### src/rtl/xadc_pkg.sv
// rtl/xadc_pkg.sv - shared ADC widths, direction codes and FSM states for the pair filter
package xadc_pkg;

  localparam int ADC_W   = 12;
  localparam int RAW_MSB = 15;
  localparam int RAW_LSB = 4;

  typedef enum logic [1:0] {
    DIR_CENTRE = 2'b00,
    DIR_A      = 2'b01,
    DIR_B      = 2'b10
  } dir_e;

  typedef enum logic [1:0] {
    IDLE  = 2'b00,
    ACCUM = 2'b01,
    DONE  = 2'b10
  } state_e;

  function automatic logic [ADC_W-1:0] raw_of(input logic [15:0] measured);
    return measured[RAW_MSB:RAW_LSB];
  endfunction

endpackage

### src/rtl/xadc_tick_gen.sv
// rtl/xadc_tick_gen.sv - sample-rate tick; counter runs only while EN is high
module xadc_tick_gen #(
  parameter int SAMPLE_DIV = 1000
) (
  input  logic DCLK,
  input  logic RESET,
  input  logic EN,
  output logic TICK
);

  localparam int CW = (SAMPLE_DIV > 2) ? $clog2(SAMPLE_DIV) : 1;
  localparam logic [CW-1:0] CNT_LAST = CW'(SAMPLE_DIV - 1);

  logic [CW-1:0] cnt_q, cnt_d;

  always_comb begin
    cnt_d = cnt_q;
    if (!EN) begin
      cnt_d = '0;
    end else if (cnt_q == CNT_LAST) begin
      cnt_d = '0;
    end else begin
      cnt_d = cnt_q + 1'b1;
    end
  end

  always_ff @(posedge DCLK or posedge RESET) begin
    if (RESET) begin
      cnt_q <= '0;
    end else begin
      cnt_q <= cnt_d;
    end
  end

  // Gated by EN so a stale terminal count cannot tick in the cycle EN drops
  assign TICK = EN && (cnt_q == CNT_LAST);

endmodule

### src/rtl/xadc_pair_filter.sv
// rtl/xadc_pair_filter.sv - decimate and block-average two aux channels, publish A-B and direction
module xadc_pair_filter
  import xadc_pkg::*;
#(
  parameter int SAMPLE_DIV = 1000,
  parameter int AVG_LOG2   = 4,
  parameter int DEADBAND   = 32
) (
  input  logic        DCLK,
  input  logic        RESET,
  input  logic        EN,
  input  logic [15:0] MEASURED_AUX_A,
  input  logic [15:0] MEASURED_AUX_B,
  output logic [11:0] AVG_A,
  output logic [11:0] AVG_B,
  output logic [12:0] DIFF_AB,
  output logic [1:0]  DIR,
  output logic        VALID
);

  localparam int ACC_W = ADC_W + AVG_LOG2;
  localparam logic [AVG_LOG2-1:0] N_LAST = '1;
  localparam logic signed [12:0] DB_POS = 13'(DEADBAND);
  localparam logic signed [12:0] DB_NEG = -DB_POS;

  logic tick;

  xadc_tick_gen #(.SAMPLE_DIV(SAMPLE_DIV)) u_tick (
    .DCLK  (DCLK),
    .RESET (RESET),
    .EN    (EN),
    .TICK  (tick)
  );

  state_e              state_q, state_d;
  logic [ACC_W-1:0]    acc_a_q, acc_a_d, acc_b_q, acc_b_d;
  logic [AVG_LOG2-1:0] n_q, n_d;
  logic [ADC_W-1:0]    avg_a_q, avg_a_d, avg_b_q, avg_b_d;
  logic signed [12:0]  diff_q, diff_d;
  dir_e                dir_q, dir_d;
  logic                valid_q, valid_d;

  logic [ACC_W-1:0]    sum_a, sum_b;
  logic [ADC_W-1:0]    new_avg_a, new_avg_b;
  logic signed [12:0]  new_diff;
  dir_e                new_dir;

  // Block result is built on the final tick so it is visible during the DONE cycle
  always_comb begin
    sum_a     = acc_a_q + ACC_W'(raw_of(MEASURED_AUX_A));
    sum_b     = acc_b_q + ACC_W'(raw_of(MEASURED_AUX_B));
    new_avg_a = ADC_W'(sum_a >> AVG_LOG2);
    new_avg_b = ADC_W'(sum_b >> AVG_LOG2);
    new_diff  = {1'b0, new_avg_a} - {1'b0, new_avg_b};
    if (new_diff > DB_POS) begin
      new_dir = DIR_A;
    end else if (new_diff < DB_NEG) begin
      new_dir = DIR_B;
    end else begin
      new_dir = DIR_CENTRE;
    end
  end

  always_comb begin
    state_d = state_q;
    acc_a_d = acc_a_q;
    acc_b_d = acc_b_q;
    n_d     = n_q;
    avg_a_d = avg_a_q;
    avg_b_d = avg_b_q;
    diff_d  = diff_q;
    dir_d   = dir_q;
    valid_d = 1'b0;
    case (state_q)
      IDLE: begin
        acc_a_d = '0;
        acc_b_d = '0;
        n_d     = '0;
        if (EN) state_d = ACCUM;
      end
      ACCUM: begin
        if (!EN) begin
          state_d = IDLE;
          acc_a_d = '0;
          acc_b_d = '0;
          n_d     = '0;
        end else if (tick) begin
          if (n_q == N_LAST) begin
            state_d = DONE;
            acc_a_d = '0;
            acc_b_d = '0;
            n_d     = '0;
            avg_a_d = new_avg_a;
            avg_b_d = new_avg_b;
            diff_d  = new_diff;
            dir_d   = new_dir;
            valid_d = 1'b1;
          end else begin
            acc_a_d = sum_a;
            acc_b_d = sum_b;
            n_d     = n_q + 1'b1;
          end
        end
      end
      DONE: begin
        acc_a_d = '0;
        acc_b_d = '0;
        n_d     = '0;
        state_d = EN ? ACCUM : IDLE;
      end
      default: state_d = IDLE;
    endcase
  end

  always_ff @(posedge DCLK or posedge RESET) begin
    if (RESET) begin
      state_q <= IDLE;
      acc_a_q <= '0;
      acc_b_q <= '0;
      n_q     <= '0;
      avg_a_q <= '0;
      avg_b_q <= '0;
      diff_q  <= '0;
      dir_q   <= DIR_CENTRE;
      valid_q <= 1'b0;
    end else begin
      state_q <= state_d;
      acc_a_q <= acc_a_d;
      acc_b_q <= acc_b_d;
      n_q     <= n_d;
      avg_a_q <= avg_a_d;
      avg_b_q <= avg_b_d;
      diff_q  <= diff_d;
      dir_q   <= dir_d;
      valid_q <= valid_d;
    end
  end

  assign AVG_A   = avg_a_q;
  assign AVG_B   = avg_b_q;
  assign DIFF_AB = diff_q;
  assign DIR     = dir_q;
  assign VALID   = valid_q;

endmodule
### config.mk
export PLATFORM = sky130hd
export DESIGN_NAME = xadc_pair_filter
export DESIGN_NICKNAME = d
export VERILOG_FILES = /design/src/rtl/xadc_pkg.sv /design/src/rtl/xadc_tick_gen.sv /design/src/rtl/xadc_pair_filter.sv
export SDC_FILE = /design/constraint.sdc
export NUM_CORES = 1
export LEC_CHECK = 0
export ABC_CLOCK_PERIOD_IN_PS = 8300
export CAP_MARGIN = 30
export CORE_MARGIN = 1.5
export CORE_UTILIZATION = 45
export CTS_CLUSTER_DIAMETER = 40
export CTS_CLUSTER_SIZE = 24
export DETAILED_ROUTE_END_ITERATION = 16
export PLACE_DENSITY = 0.79
export SYNTH_ARGS = -nofsm -noshare
export SYNTH_HDL_FRONTEND = slang
export SYNTH_SLANG_ARGS = --single-unit
### constraint.sdc
create_clock -name DCLK -period 8.3 [get_ports DCLK]
set_input_delay 1.66 -clock DCLK [delete_from_list [all_inputs] [get_ports DCLK]]
set_output_delay 1.66 -clock DCLK [all_outputs]
set_load 0.01 [all_outputs]
# Word-level counts from Yosys, hierarchy flattened
# Cells that the tools add are included.
[classes]
add_sub_neg = 5
mux = 26
order_cmp = 2
eq_ne = 7
n_reduce_logical = 7
[ops]
columns = ["cell", "n"]
rows = [
  ["$mux W16", 6],
  ["$pmux W16 S2", 2],
  ["$add A16 B12 Y16", 2],
  ["$mux W10", 2],
  ["$gt A13 B7 Y1 const B", 1],
  ["$lt A13 B6 Y1 const B", 1],
  ["$sub A12 B12 Y13", 1],
  ["$mux W2", 6],
  ["$mux W4", 3],
  ["$add A10 B1 Y10 const B", 1],
  ["$eq A10 B10 Y1 const B", 1],
  ["$pmux W4 S2", 1],
  ["$ne A3 B3 Y1 const B", 2],
  ["$pmux W2 S3", 1],
  ["$mux W1", 5],
  ["$add A4 B1 Y4 const B", 1],
  ["$eq A4 B4 Y1 const B", 1],
  ["$reduce_and A4 Y1", 1],
  ["$reduce_and A3 Y1", 1],
  ["$eq A2 B1 Y1 const B", 1],
  ["$eq A2 B2 Y1 const B", 1],
  ["$logic_not A2 Y1", 1],
  ["$ne A2 B2 Y1 const B", 1],
  ["$reduce_and A2 Y1", 1],
  ["other kinds (3)", 3],
]
[totals]
wordCells = 57
output_inout_bits = 40
ff_bits = 88
in_bits = 35

# Longest topological paths before layout
# Gate-level depths: netlist of run 1.
[depth]
depth_word = 5
ltp_mapped = 19
depth_no_buf = 19

# Cells and area by module
# Synthesis of run 1 repeated with hierarchy kept, for this count alone.
[unflattened]
cells_unflattened = 575
area_unflattened_um2 = 5282.6
[modules_own_cells]
columns = ["module", "n_inst", "seq_area_each_um2", "cells_per_inst", "area_each_um2"]
rows = [
  ["xadc_pair_filter", 1, 1951.9, 519, 4729.5],
  ["xadc_tick_gen", 1, 250.2, 56, 553.0],
]

# Worst setup path before layout of run 1
# OpenSTA, ideal clock, no wires.
[synth_path]
kind = "input -> register"
start = "input MEASURED_AUX_A[9]"
end = "register dir_q[1] (netlist: DIR[1])"
t_required_ns = 8.170
path_stages = 18
path_slack_ns = 3.381
arrival_time_ns = 4.789
path_buffers = 1
setup_ns = 0.130
path_cell_list = "ha_1 > buf_2 > a21o_1 > or3_4 > o211ai_2 > a21o_1 > nand2b_1 > a21oi_1 > nor2_1 > xnor2_1 > inv_1 > ha_1 > inv_1 > nor4b_2 > a311oi_2 > xor2_1 > nor4_1 > a21oi_1"
[synth_between]
elab_chain_cells = 5
word_cells_on_any_way = 6
classes_between = "add/sub: 2; order compare: 2; mux: 2"
[synth_rtl]
columns = ["item", "line", "source"]
rows = [
  ["start: declaration", "xadc_pair_filter.sv:12", "input logic [15:0] MEASURED_AUX_A,"],
  ["$add A16 B12 Y16 *", "xadc_pair_filter.sv:50", "sum_a = acc_a_q + ACC_W'(raw_of(MEASURED_AUX_A));"],
  ["named net sum_a[14]", "xadc_pair_filter.sv:43", "logic [ACC_W-1:0] sum_a, sum_b;"],
  ["$sub A12 B12 Y13 *", "xadc_pair_filter.sv:54", "new_diff = {1'b0, new_avg_a} - {1'b0, new_avg_b};"],
  ["$lt A13 B6 Y1", "xadc_pair_filter.sv:57", "end else if (new_diff < DB_NEG) begin"],
  ["$mux W2", "xadc_pair_filter.sv:57", ""],
  ["$mux W2 *", "xadc_pair_filter.sv:55", "if (new_diff > DB_POS) begin"],
  ["end signal: assignment", "xadc_pair_filter.sv:134", "dir_q <= dir_d;"],
  ["end: declaration", "xadc_pair_filter.sv:40", "dir_e dir_q, dir_d;"],
]
# The timed path passes the listed nets; every way through them passes the cells marked *.
# A chain may end at the register's enable or synchronous reset.

# Worst setup path in the final report of run 1
[layout_path]
start = "input MEASURED_AUX_B[4]"
end = "register dir_q[1] (netlist: DIR[1])"
[layout_between]
elab_chain_cells = 5
word_cells_on_any_way = 6
classes_between = "add/sub: 2; order compare: 2; mux: 2"
[layout_rtl]
columns = ["item", "line", "source"]
rows = [
  ["start: declaration", "xadc_pair_filter.sv:13", "input logic [15:0] MEASURED_AUX_B,"],
  ["$add A16 B12 Y16 *", "xadc_pair_filter.sv:51", "sum_b = acc_b_q + ACC_W'(raw_of(MEASURED_AUX_B));"],
  ["named net sum_b[4]", "xadc_pair_filter.sv:43", ""],
  ["$sub A12 B12 Y13 *", "xadc_pair_filter.sv:54", ""],
  ["$lt A13 B6 Y1", "xadc_pair_filter.sv:57", ""],
  ["$mux W2", "xadc_pair_filter.sv:57", ""],
  ["$mux W2 *", "xadc_pair_filter.sv:55", ""],
]
# Marked as above.

==> out/metrics.cfg, run 1 <==
[status]
outcome=complete, no violations

[die]
die_area_mm2=0.01343
ios=75
core_area_mm2=0.01252
initial_core_util_pct=45.82
fp.dieH_um=115.9
rows=41
die_w_um=115.9

[placement]
port-buffer-count=66
routabilityCongestion=0.9030
pre_cts_ws_ns=2.396
dp.final_hpwl_um=10470
place_area_mm2=0.006600

[timing]
skew_ns=0.01011
fin_ws_ns=2.707
setup_tns_ns=0
setup-violations-final=0
final.period_utilization_pct=67.39
fmax_mhz=178.8
tightest_slew_ns=0.9016
grt_setup_unrepaired=no
maxSlewHeadroom_pct=39.76
slew_viol_final=0
min_period_ns=5.593
hold_viol=0

[setup_path]
crit_path_start_kind=input pin
critPathBufInv=3
max_stage_delay_ns=0.47
crit_fanout=4
arrival_ns=5.81
reg2reg_from=acc_b_q[0]
crit_family=adder cells
end_kind=flip-flop
cp.required_ns=8.52
crit_type=in2reg
cp_slowest_cell=clkdlybuf4s50_1
crit_top_cell=ha_1
path_cells=clkdlybuf4s50_1 > ha_1 > inv_1 > fa_1 > nand2b_1 > nand2b_1 > a21oi_1 > xnor2_1 > ha_1 > inv_1 > ha_1 > a41oi_2 > a221o_2 > a22oi_1 > nor3_2 > maj3_2 > xor2_1 > nand3_1 > nor4_1 > a21oi_1
startpoint=MEASURED_AUX_B[4]

[min_path]
hold_class=reg2reg
min_from=AVG_B[11]

[route]
drc=0
drtIter0Drc=286
dr.pass1.iters=7
wl_per_cell_um=16.37
viasPerCell=5.686
vias=4930
ant_nets=0
wirelength_um=14190

[logic_synthesis]
avgSynthCellArea_um2=9.118
synth_cell_types=75
synth_cells=629
seq_area_frac_synth_pct=38.39
synth_nets=696
synth_ff_type=dfrtp_1
netlist_area_mm2=0.005736
ys_ff_latch=88
async_flop_share_pct=100.0
synth_edf_count=0
yosys_warnings=0

[final_layout]
design_area_mm2=0.006867
layout-drive-gt1-share_pct=9.065
area_delta_synth_final_pct=19.72
layout_commonest_cell=nand2_1
seq_area_mm2=0.002202
multi_input_area_mm2=0.003377
fillers=1154
finalNetCount=757
layout_common_cells=nand2_1, dfrtp_1, clkdlybuf4s50_1
post-route-util_pct=54.86
antennaDiodeCount=0

[clock_network]
path_clk_slew_ns=0.06
cts_sinks=88
cts_resized=0
clockRootBuffer=clkbuf_16
hold_buffers=0
numCtsBuffers=9
clockBufferDepth=2
cts_tree=yes
clock_latency_ns=0.35
htreeDepth=3
post-cts-setup-buffer-count=0

[global_route]
grt_pass1_vias=5034
grt_overflow_total=0
grt_use_total_pct=22.32
antenna_found_initial=0
grt_first_pass_wirelength_um=23720
grt_max_degree=66

[power_and_ir_drop]
ir_worst_vdd_mv=0.09205
powerDensity_mw_per_mm2=134.5
leakagePower_nw=3.048
power.total_mw=0.9239

[flow_run]
maxCapViolations=0

-- per-layer routing --
layer / routed length [um] / global-route usage, %
met5: 0 / 0
met4: 460 / 8.862
met3: 578 / 4.446
met2: 6873 / 38.63
met1: 6280 / 27.38
-- registers in the layout, indices dropped and copies added (netlist names) --
register      cells
acc_a_q          16
acc_b_q          16
DIFF_AB          13
AVG_A            12
AVG_B            12
u_tick.cnt_q     10
n_q               4
DIR               2
state_q           2
VALID             1
-- synth_stat cells, types with 7 or more instances --
cell / count / share of area, %
a21o_1: 9 / 1.2
a21oi_1: 19 / 1.7
a22o_1: 11 / 1.7
and2_1: 8 / 0.87
and3_1: 7 / 0.76
clkbuf_1: 16 / 1.0
dfrtp_1: 88 / 38
ha_1: 30 / 6.5
inv_1: 22 / 1.4
nand2_1: 106 / 6.9
nand2b_1: 13 / 1.4
nand3_1: 21 / 1.8
nor2_1: 35 / 2.3
nor3_1: 8 / 0.70
o211ai_1: 11 / 1.4
o21ai_0: 63 / 5.5
xnor2_1: 20 / 3.1
xor2_1: 18 / 2.7
-- path summary, 6_finish.rpt --
path / to / cells past startpoint / slack [ns]
setup / recovery: DIR[1] / 20 / 2.71
hold / removal: AVG_B[11] / 2 / 0.47
setup reg to reg: DIR[1] / 19 / 4.11
hold reg to reg: AVG_B[11] / 2 / 0.47
max in group asynchronous: acc_b_q[7] / 4 / 5.91
min in group asynchronous: AVG_B[9] / 3 / 1.75
-- power breakdown --
group          switching, mW  total [mW]  internal, mW  leakage (nW)
Sequential           0.00142       0.432         0.430          1.23
Combinational         0.0717       0.120        0.0482          1.70
Clock                  0.170       0.372         0.202         0.126
-- logic make-up after synthesis --
group                      synth area share, %
xor gates and xnor gates                 7.134
adders and majority gates                8.202
buffers and inverters                    2.901
and+or+nand+nor                          19.85
AOI/OAI and AO/OA                        23.52
DFF                                      38.39
-- cell type report --
cell class	instances	area share (%)
multi-input cells	498	49.18
flip-flops and latches	88	32.07
repair buffers	71	10.51
clock buffers	11	3.389
well taps	172	3.134
inverters	22	1.221
clock inverters	5	0.4920
-- metrics by stage --
| step | hold WS, ns | instances |
|---|---|---|
| final | 0.4727 | 867 |
| after global routing | 0.4972 | 867 |
| after CTS | 0.4773 | 867 |
| after detailed placement | 0.4623 | 851 |
| after global placement | 0.4644 | 849 |
| after floorplan | 0.4538 | 629 |
-- worst min-delay path: stages, from the launching register on --
cell	delay (ns)
dfrtp_1	0.34
nand2_1	0.04
o21ai_0	0.05
No activity file was read; power rests on OpenSTA's default activity.
==> run 2, diff against run 1 <==
Settings changed: ABC_CLOCK_PERIOD_IN_PS 8300 to 5500.
Clock period 8.3 ns to 5.5 ns, I/O delays scaled along.
==> run 2 against run 1 <==
Effect of this change: cell area rose by 1.4%; combinational power rose by 52%; worst setup slack got worse by 2.2 ns; clock skew rose by 0.0012 ns; sequential share of layout area fell by 0.44 points.
==> out/metrics.cfg, run 2 (synthesized netlist as in run 1, its figures left out) <==
[setup_path]
startpoint=MEASURED_AUX_B[4]  ; unchanged
crit_type=in2reg  ; unchanged
max_stage_delay_ns=0.46  ; was 0.47 ns
crit_fanout=4  ; unchanged
reg2reg_from=acc_b_q[0]  ; unchanged
end_kind=flip-flop  ; unchanged
path_cells=clkdlybuf4s50_1 > ha_1 > inv_1 > fa_1 > nand2b_1 > nand2b_1 > a21oi_1 > xnor2_1 > ha_1 > inv_1 > ha_1 > a41oi_2 > a221o_2 > a22oi_1 > nor3_2 > maj3_2 > xor2_1 > nand3_1 > nor4_1 > a21oi_1  ; unchanged
critPathBufInv=3  ; unchanged
crit_path_start_kind=input pin  ; unchanged
cp_slowest_cell=clkdlybuf4s50_1  ; unchanged
cp.required_ns=5.72  ; was 8.52 ns
crit_family=adder cells  ; unchanged
arrival_ns=5.21  ; was 5.81 ns
crit_top_cell=ha_1  ; unchanged

[final_layout]
finalNetCount=763  ; was 757
area_delta_synth_final_pct=21.40  ; was 19.72%
layout_commonest_cell=nand2_1  ; unchanged
antennaDiodeCount=0  ; unchanged
layout_common_cells=nand2_1, dfrtp_1, clkdlybuf4s50_1  ; unchanged
layout-drive-gt1-share_pct=9.986  ; was 9.065%

[power_and_ir_drop]
leakagePower_nw=3.099  ; was 3.048 nW
powerDensity_mw_per_mm2=216.2  ; was 134.5 mW/mm2
ir_worst_vdd_mv=0.1204  ; was 0.09205 mV

[route]
wirelength_um=14170  ; was 14190 um
viasPerCell=5.674  ; was 5.686
dr.pass1.iters=5  ; was 7
highest_layer=met4  ; unchanged
drc=0  ; unchanged
wl_met2_um=6951  ; was 6873 um
wl_per_cell_um=16.23  ; was 16.37 um
drtIter0Drc=338  ; was 286
met3_length_um=555  ; was 578 um
ant_nets=0  ; unchanged
wl_met1_um=6222  ; was 6280 um
vias=4953  ; was 4930

[min_path]
hold_class=reg2reg  ; unchanged
min_from=DIFF_AB[12]  ; was AVG_B[11]

[clock_network]
htreeDepth=3  ; unchanged
clock_latency_ns=0.35  ; about the same
numCtsBuffers=9  ; unchanged
hold_buffers=0  ; unchanged
clockRootBuffer=clkbuf_16  ; unchanged
cts_tree=yes  ; unchanged
cts_resized=0  ; unchanged
post-cts-setup-buffer-count=0  ; unchanged
clockBufferDepth=2  ; unchanged
cts_sinks=88  ; unchanged
path_clk_slew_ns=0.06  ; about the same

[global_route]
grt_max_degree=66  ; unchanged
grt_overflow_total=0  ; unchanged
grt_first_pass_wirelength_um=23250  ; was 23720 um
grt_pass1_vias=4894  ; was 5034
antenna_found_initial=0  ; unchanged
grt_use_total_pct=22.28  ; was 22.32%

[timing]
fin_ws_ns=0.5066  ; was 2.707 ns
grt_setup_unrepaired=no  ; unchanged
setup-violations-final=0  ; unchanged
min_period_ns=4.993
hold_viol=0  ; unchanged
skew_ns=0.01129  ; was 0.01011 ns
final.period_utilization_pct=90.79
maxSlewHeadroom_pct=41.44  ; was 39.76%
setup_tns_ns=0  ; unchanged
fmax_mhz=200.3
slew_viol_final=0  ; unchanged
tightest_slew_ns=0.8762  ; was 0.9016 ns

[placement]
dp.final_hpwl_um=10360  ; was 10470 um
pre_cts_ws_ns=0.1903  ; was 2.396 ns
port-buffer-count=66  ; unchanged
routabilityCongestion=0.8748  ; was 0.9030

[die]
core_area_mm2=0.01252  ; unchanged
initial_core_util_pct=45.82  ; unchanged
die_w_um=115.9  ; unchanged
rows=41  ; unchanged
die_area_mm2=0.01343  ; unchanged
fp.dieH_um=115.9  ; unchanged
ios=75  ; unchanged

[status]
outcome=complete, no violations  ; unchanged

[flow_run]
maxCapViolations=0  ; unchanged

-- run 2: path summary, 6_finish.rpt --
path                       slack (ns)           to  cells after the start
setup / recovery                 0.51       DIR[1]                     20
hold / removal                   0.47  DIFF_AB[12]                      2
setup reg to reg                 1.36       DIR[1]                     19
hold reg to reg                  0.47  DIFF_AB[12]                      2
max in group asynchronous        3.82   DIFF_AB[2]                      3
min in group asynchronous        0.98   acc_a_q[6]                      2
-- run 2: area by class of cell --
type | instances | area, um2
Fill cell | 1152 | 5554
Multi-Input combinational cell | 498 | 3372
Sequential cell | 88 | 2202
Timing Repair Buffer | 77 | 767.0
Clock buffer | 11 | 242.7
Tap cell | 172 | 215.2
Inverter | 22 | 83.83
Clock inverter | 5 | 80.08
-- run 2: through the flow --
stage               util [%]  cells  hold slack (ns)  area (um2)  total power, mW
floorplan                  -    629           0.4538        5736           0.7850
global placement       52.74    855           0.4630        6601           0.8358
detailed placement     52.83    856           0.4652        6613           0.8417
CTS                    55.41    872           0.4792        6935            1.511
global route           55.63    873           0.4998        6963            1.566
finish                 55.63    873           0.4737        6963            1.505
-- run 2: power breakdown --
part           leakage (nW)  internal [mW]  total (mW)  switching [mW]
clock network         0.152          0.410       0.671           0.262
logic                  1.72         0.0741       0.182           0.108
registers              1.23          0.649       0.651         0.00213
-- run 2: routing by layer --
| layer | track usage, % | vias to the layer above |
|---|---|---|
| met1 | 27.44 | 2389 |
| met3 | 4.550 | 34 |
| met5 | 0 | - |
| li1 | - | 2411 |
| met2 | 37.65 | 119 |
| met4 | 10.24 | 0 |
-- run 2: worst register-to-register path, stage by stage (launching register included) --
cell and delay, ns:
dfrtp_1 0.35, ha_1 0.21, inv_1 0.07, fa_1 0.37
nand2b_1 0.21, nand2b_1 0.10, a21oi_1 0.08, xnor2_1 0.30
ha_1 0.24, inv_1 0.05, ha_1 0.18, a41oi_2 0.23
a221o_2 0.23, a22oi_1 0.11, nor3_2 0.31, maj3_2 0.27
xor2_1 0.27, nand3_1 0.14, nor4_1 0.21, a21oi_1 0.08
